### src/rtl/pool_window_gen.sv
// Gathers a raster pixel stream into non-overlapping 2x2 windows for the max-pooling stage.
// Optional status outputs (win_count, frame_done) are enabled by defining POOL_WIN_STATUS_EN.
module pool_window_gen #(
   parameter int DATA_WIDTH  = 20,
   parameter int FMAP_WIDTH  = 8,
   parameter int FMAP_HEIGHT = 8,
   parameter int POOL_SIZE   = 4
) (
   input  logic                         clk,
   input  logic                         rst_n,
   input  logic                         in_valid,
   output logic                         in_ready,
   input  logic signed [DATA_WIDTH-1:0] in_data,
   output logic                         out_valid,
   input  logic                         out_ready,
   output logic signed [DATA_WIDTH-1:0] win_data [POOL_SIZE],
   output logic                         out_last
`ifdef POOL_WIN_STATUS_EN
   ,
   output logic [15:0]                  win_count,
   output logic [0:0]                   frame_done
`endif
);
   localparam int CW = (FMAP_WIDTH  > 2) ? $clog2(FMAP_WIDTH)  : 1;
   localparam int RW = (FMAP_HEIGHT > 2) ? $clog2(FMAP_HEIGHT) : 1;
   localparam logic [CW-1:0] COL_MAX = CW'(FMAP_WIDTH - 1);
   localparam logic [RW-1:0] ROW_MAX = RW'(FMAP_HEIGHT - 1);

   typedef enum logic {FILL_TOP, FILL_BOT} state_t;

   state_t                       state_q, state_d;
   logic [CW-1:0]                col_q, col_d;
   logic [RW-1:0]                row_q, row_d;
   logic                         out_valid_q, out_valid_d;
   logic                         out_last_q, out_last_d;
   logic signed [DATA_WIDTH-1:0] win_q [POOL_SIZE];
   logic signed [DATA_WIDTH-1:0] win_d [POOL_SIZE];
   logic signed [DATA_WIDTH-1:0] linebuf_q [FMAP_WIDTH];
   logic signed [DATA_WIDTH-1:0] bl_q;
   logic                         accept;
   logic                         col_wrap;
   logic                         load_win;

   // Stall only while a finished window is still waiting for the consumer.
   assign in_ready = rst_n && !(out_valid_q && !out_ready);
   assign accept   = in_valid && in_ready;
   assign col_wrap = (col_q == COL_MAX);
   assign load_win = accept && (state_q == FILL_BOT) && col_q[0];

   always_comb begin
      state_d     = state_q;
      col_d       = col_q;
      row_d       = row_q;
      out_valid_d = out_valid_q;
      out_last_d  = out_last_q;
      for (int i = 0; i < POOL_SIZE; i++) win_d[i] = win_q[i];

      if (out_valid_q && out_ready) out_valid_d = 1'b0;

      if (accept) begin
         col_d = col_wrap ? '0 : col_q + CW'(1);
         if (col_wrap) begin
            row_d   = (row_q == ROW_MAX) ? '0 : row_q + RW'(1);
            state_d = (state_q == FILL_TOP) ? FILL_BOT : FILL_TOP;
         end
      end

      // Odd column of an odd row closes a window; col^1 is its left neighbour.
      if (load_win) begin
         win_d[0]    = linebuf_q[col_q ^ CW'(1)];
         win_d[1]    = linebuf_q[col_q];
         win_d[2]    = bl_q;
         win_d[3]    = in_data;
         out_valid_d = 1'b1;
         out_last_d  = col_wrap && (row_q == ROW_MAX);
      end
   end

   always_ff @(posedge clk) begin
      if (!rst_n) begin
         state_q     <= FILL_TOP;
         col_q       <= '0;
         row_q       <= '0;
         out_valid_q <= 1'b0;
         out_last_q  <= 1'b0;
         for (int i = 0; i < POOL_SIZE; i++) win_q[i] <= '0;
      end else begin
         state_q     <= state_d;
         col_q       <= col_d;
         row_q       <= row_d;
         out_valid_q <= out_valid_d;
         out_last_q  <= out_last_d;
         for (int i = 0; i < POOL_SIZE; i++) win_q[i] <= win_d[i];
      end
   end

   // Line buffer and bottom-left holding register carry data only; no reset needed.
   always_ff @(posedge clk) begin
      if (accept && (state_q == FILL_TOP)) linebuf_q[col_q] <= in_data;
      if (accept && (state_q == FILL_BOT) && !col_q[0]) bl_q <= in_data;
   end

   assign out_valid = out_valid_q;
   assign out_last  = out_last_q;
   assign win_data  = win_q;

`ifdef POOL_WIN_STATUS_EN
   logic [15:0] win_count_q;
   logic        frame_done_q;

   always_ff @(posedge clk) begin
      if (!rst_n) begin
         win_count_q  <= '0;
         frame_done_q <= 1'b0;
      end else begin
         if (out_valid_q && out_ready) win_count_q <= win_count_q + 16'd1;
         frame_done_q <= out_valid_q && out_ready && out_last_q;
      end
   end

   assign win_count  = win_count_q;
   assign frame_done = frame_done_q;
`endif

endmodule

### config.mk
export PLATFORM = sky130hd
export DESIGN_NAME = pool_window_gen
export DESIGN_NICKNAME = d
export VERILOG_FILES = /design/src/rtl/pool_window_gen.sv
export SDC_FILE = /design/constraint.sdc
export NUM_CORES = 1
export LEC_CHECK = 0
export ABC_AREA = 1
export CAP_MARGIN = 5
export CORE_ASPECT_RATIO = 0.6
export CORE_MARGIN = 4
export CORE_UTILIZATION = 50
export CTS_BUF_LIST = sky130_fd_sc_hd__clkbuf_8
export CTS_CLUSTER_DIAMETER = 40
export DETAILED_ROUTE_END_ITERATION = 6
export PLACE_DENSITY = 0.8
export SYNTH_ARGS = -nofsm -noshare
export SYNTH_HDL_FRONTEND = slang
export SYNTH_SLANG_ARGS = --single-unit
### constraint.sdc
create_clock -name clk -period 3.2 [get_ports clk]
set_input_delay 0.64 -clock clk [delete_from_list [all_inputs] [get_ports clk]]
set_output_delay 0.64 -clock clk [all_outputs]
set_load 0.02 [all_outputs]
==> impl_metrics.json <==
{
  "outcome": "finished, final reports clean",
  "leakage_power_summed_over_all_cells_nw": 6.34,
  "syn_nets": 1480,
  "globalRoute.totalOverflow": 0,
  "dp_area_um2": 13500,
  "final.min_clock_period_ps": 2600,
  "cts.path.max_buffers": 3,
  "synth_common_cells": "491 x nand2_1, 214 x inv_1, 180 x edfxtp_1",
  "synthTopCellsByArea": "edfxtp_1 45%, nand2_1 15%, dfxtp_1 15%, inv_1 6.6%, nand3_1 6.6%",
  "cts_tree": "built",
  "finalWeightedCongestion": 0.818,
  "yosysSeqAreaShare": 0.593,
  "worst-endpoint-arrival_ps": 1960,
  "final_min_period_over_clock_period": 0.812,
  "proportion_of_synthesized_flip_flops_having_asynchronous_set_or_reset": 0,
  "antenna_violations_before_repair": 0,
  "worst_ir_drop_vdd_mv": 0.341,
  "clock-root-buffer": "clkbuf_8",
  "nets_final": 1580,
  "grt_start_max_net_pins": 97,
  "hp-class": "in -> reg",
  "grt_first_pass_wirelength_um": 45600,
  "dp_hpwl_um": 18100,
  "drt-initial-drc-count": 825,
  "die_height_um": 129,
  "n_antenna_cell": 0,
  "initial_core_util": 0.517,
  "power_mw": 6.98,
  "worstSetupPathType": "in -> out",
  "detail_route.vias_per_cell": 5.04,
  "total_track_usage": 0.209,
  "cts.clk_slew.worst_paths_ps": 60,
  "unrepaired_setup_endpoints_after_global_routing": "false",
  "synth_flop_cell": "edfxtp_1",
  "max_slew.worst_pin.slew_ps": 850,
  "postSynthCellCount": 1452,
  "ios": 107,
  "rr_endpoint": "win_data[69]",
  "worst-path-max-fanout": 3,
  "max-slew-margin-rel": 0.434,
  "syn_area_um2": 12100,
  "hold_viol": 0,
  "final.hold.worst_slack_ps": 403,
  "final_setup_violation_count": 0,
  "ys_types": 22,
  "yosysTopAreaCellShare": 0.446,
  "layout.filler_cells": 1990,
  "ys_seq_elements": 269,
  "first_pass_iters": 5,
  "placeable_core_area_um2": 23500,
  "timing.fmax_mhz": 385,
  "cp-end-kind": "output port",
  "worst_setup_path_endpoint": "in_ready",
  "final_design_area_no_fill_um2": 14200,
  "post-route-drc-count": 0,
  "cellPowerDensity_nw_per_um2": 491,
  "finalWirelength_um": 28200,
  "detailroute.via_count": 9563,
  "worst-r2r-setup-slack_ps": 1080,
  "post_cts.repair.setup_buffers": 0,
  "timing_max_transition_violations_final": 0,
  "cap_viol_max_count": 0,
  "synthToLayoutAreaGrowth_pct": 17.1,
  "rows": 43,
  "synth_top_cell_by_area": "edfxtp_1",
  "totalNegativeSetupSlack_ps": 0,
  "final_layout_size_suffix_gt1_frac": 0.0626,
  "final_antenna_net_count": 0,
  "worst_ep_required_time_ps": 2560,
  "crit_path_start_kind": "input pin",
  "worst_r2r_path_depth": 7,
  "postCtsResizedCells": 0,
  "clkLatencyLatePin_ps": 560,
  "syn_avg_cell_area_um2": 8.35,
  "die_width_um": 209,
  "placed_cells": 1825,
  "crit_path_start": "out_ready",
  "ctsHtreeMaxLevel": 2,
  "timing.rr.start": "col_q[0]",
  "detail_route.wl_per_cell_um": 14.9,
  "synth.yosys.warnings": 0,
  "cts_buffers": 40,
  "timing.clock.skew_ps": 25.1,
  "grt_pass1_vias": 8869,
  "die-area_um2": 26900,
  "tritoncts_num_sinks": 269,
  "cts-hold-fix-buffers": 0,
  "synth_enable_flop_cells": 180,
  "instances_no_fill": 1897,
  "most_common_cell_in_the_netlist": "nand2_1",
  "portBuffers": 106
}
[how the worst min path moves through the flow]
stage	start	to	slack [ps]	cells after the start
6_report	rst_n	col_q[1]	400	3
3_3_place_gp	bl_q[17]	win_data[37]	460	2
5_1_grt	rst_n	out_valid	390	3
2_1_floorplan	bl_q[13]	win_data[33]	460	2
3_5_place_dp	out_last	out_last	470	2
4_1_cts	rst_n	col_q[1]	360	3
[final cells by class]
cell class / instances / area, um^2 / area share
Sequential cell: 269 / 7190 / 0.507
Multi-Input combinational cell: 888 / 3730 / 0.263
Timing Repair Buffer: 135 / 1320 / 0.0933
Inverter: 218 / 823 / 0.0580
Clock buffer: 44 / 606 / 0.0427
Tap cell: 315 / 394 / 0.0278
Clock inverter: 28 / 124 / 0.00873
[worst max-delay path, cell delays in order]
cell and delay [ps]:
clkdlybuf4s50_1 450, inv_1 50, a21oi_2 160, clkdlybuf4s50_1 650
[sequential cells by signal, summed over array words and instances, names as in the netlist]
register	cells
col_q	3
out_valid	1
bl_q	20
win_data	80
row_q	3
out_last	1
state_q	1
linebuf_q	160
[cells by family after synthesis]
kind of cell	share of synthesized area
AOI/OAI and AO/OA	0.0375
DFF	0.593
buffers and inverters	0.102
adders and majority gates	0.00413
and+or+nand+nor	0.263
[layout by cell type, fill, tap and decap left out]
master and n:
buf_4 25, dfxtp_4 1, nand4_1 2, inv_2 2
ha_1 4, clkinv_1 1, nor2_1 130, inv_4 2
o21ai_0 37, clkdlybuf4s50_1 105, dfxtp_1 88, inv_6 2
a21oi_1 42, clkinv_2 4, and3_1 1, clkbuf_8 44
nor2_4 1, o211ai_1 1, a21oi_2 1, nor2_2 10
nand3_1 159, o31ai_1 1, o21ai_1 7, buf_12 4
buf_2 1, edfxtp_1 180, inv_1 234, clkinvlp_4 1
nor3_2 1, nand2_1 491
[metrics by stage]
stage	setup slack, ps	utilization
2_1_floorplan	198	-
3_3_place_gp	549	0.574
3_5_place_dp	569	0.574
4_1_cts	600	0.605
5_1_grt	537	0.605
6_report	600	0.605
[per-layer routing]
metal	vias to the layer above	wire length, um	track usage
met2	377	12800	0.332
met4	0	634	0.0713
met5	-	0	0
li1	4746	-	-
met3	55	2160	0.0365
met1	4385	12600	0.294
[power breakdown]
group	internal, mW	switching [mW]	total, mW
Sequential	3.74	0.0394	3.78
Clock	1.27	1.30	2.57
Combinational	0.191	0.433	0.625
Total	5.20	1.77	6.98
(Power assumes the default switching activity.)
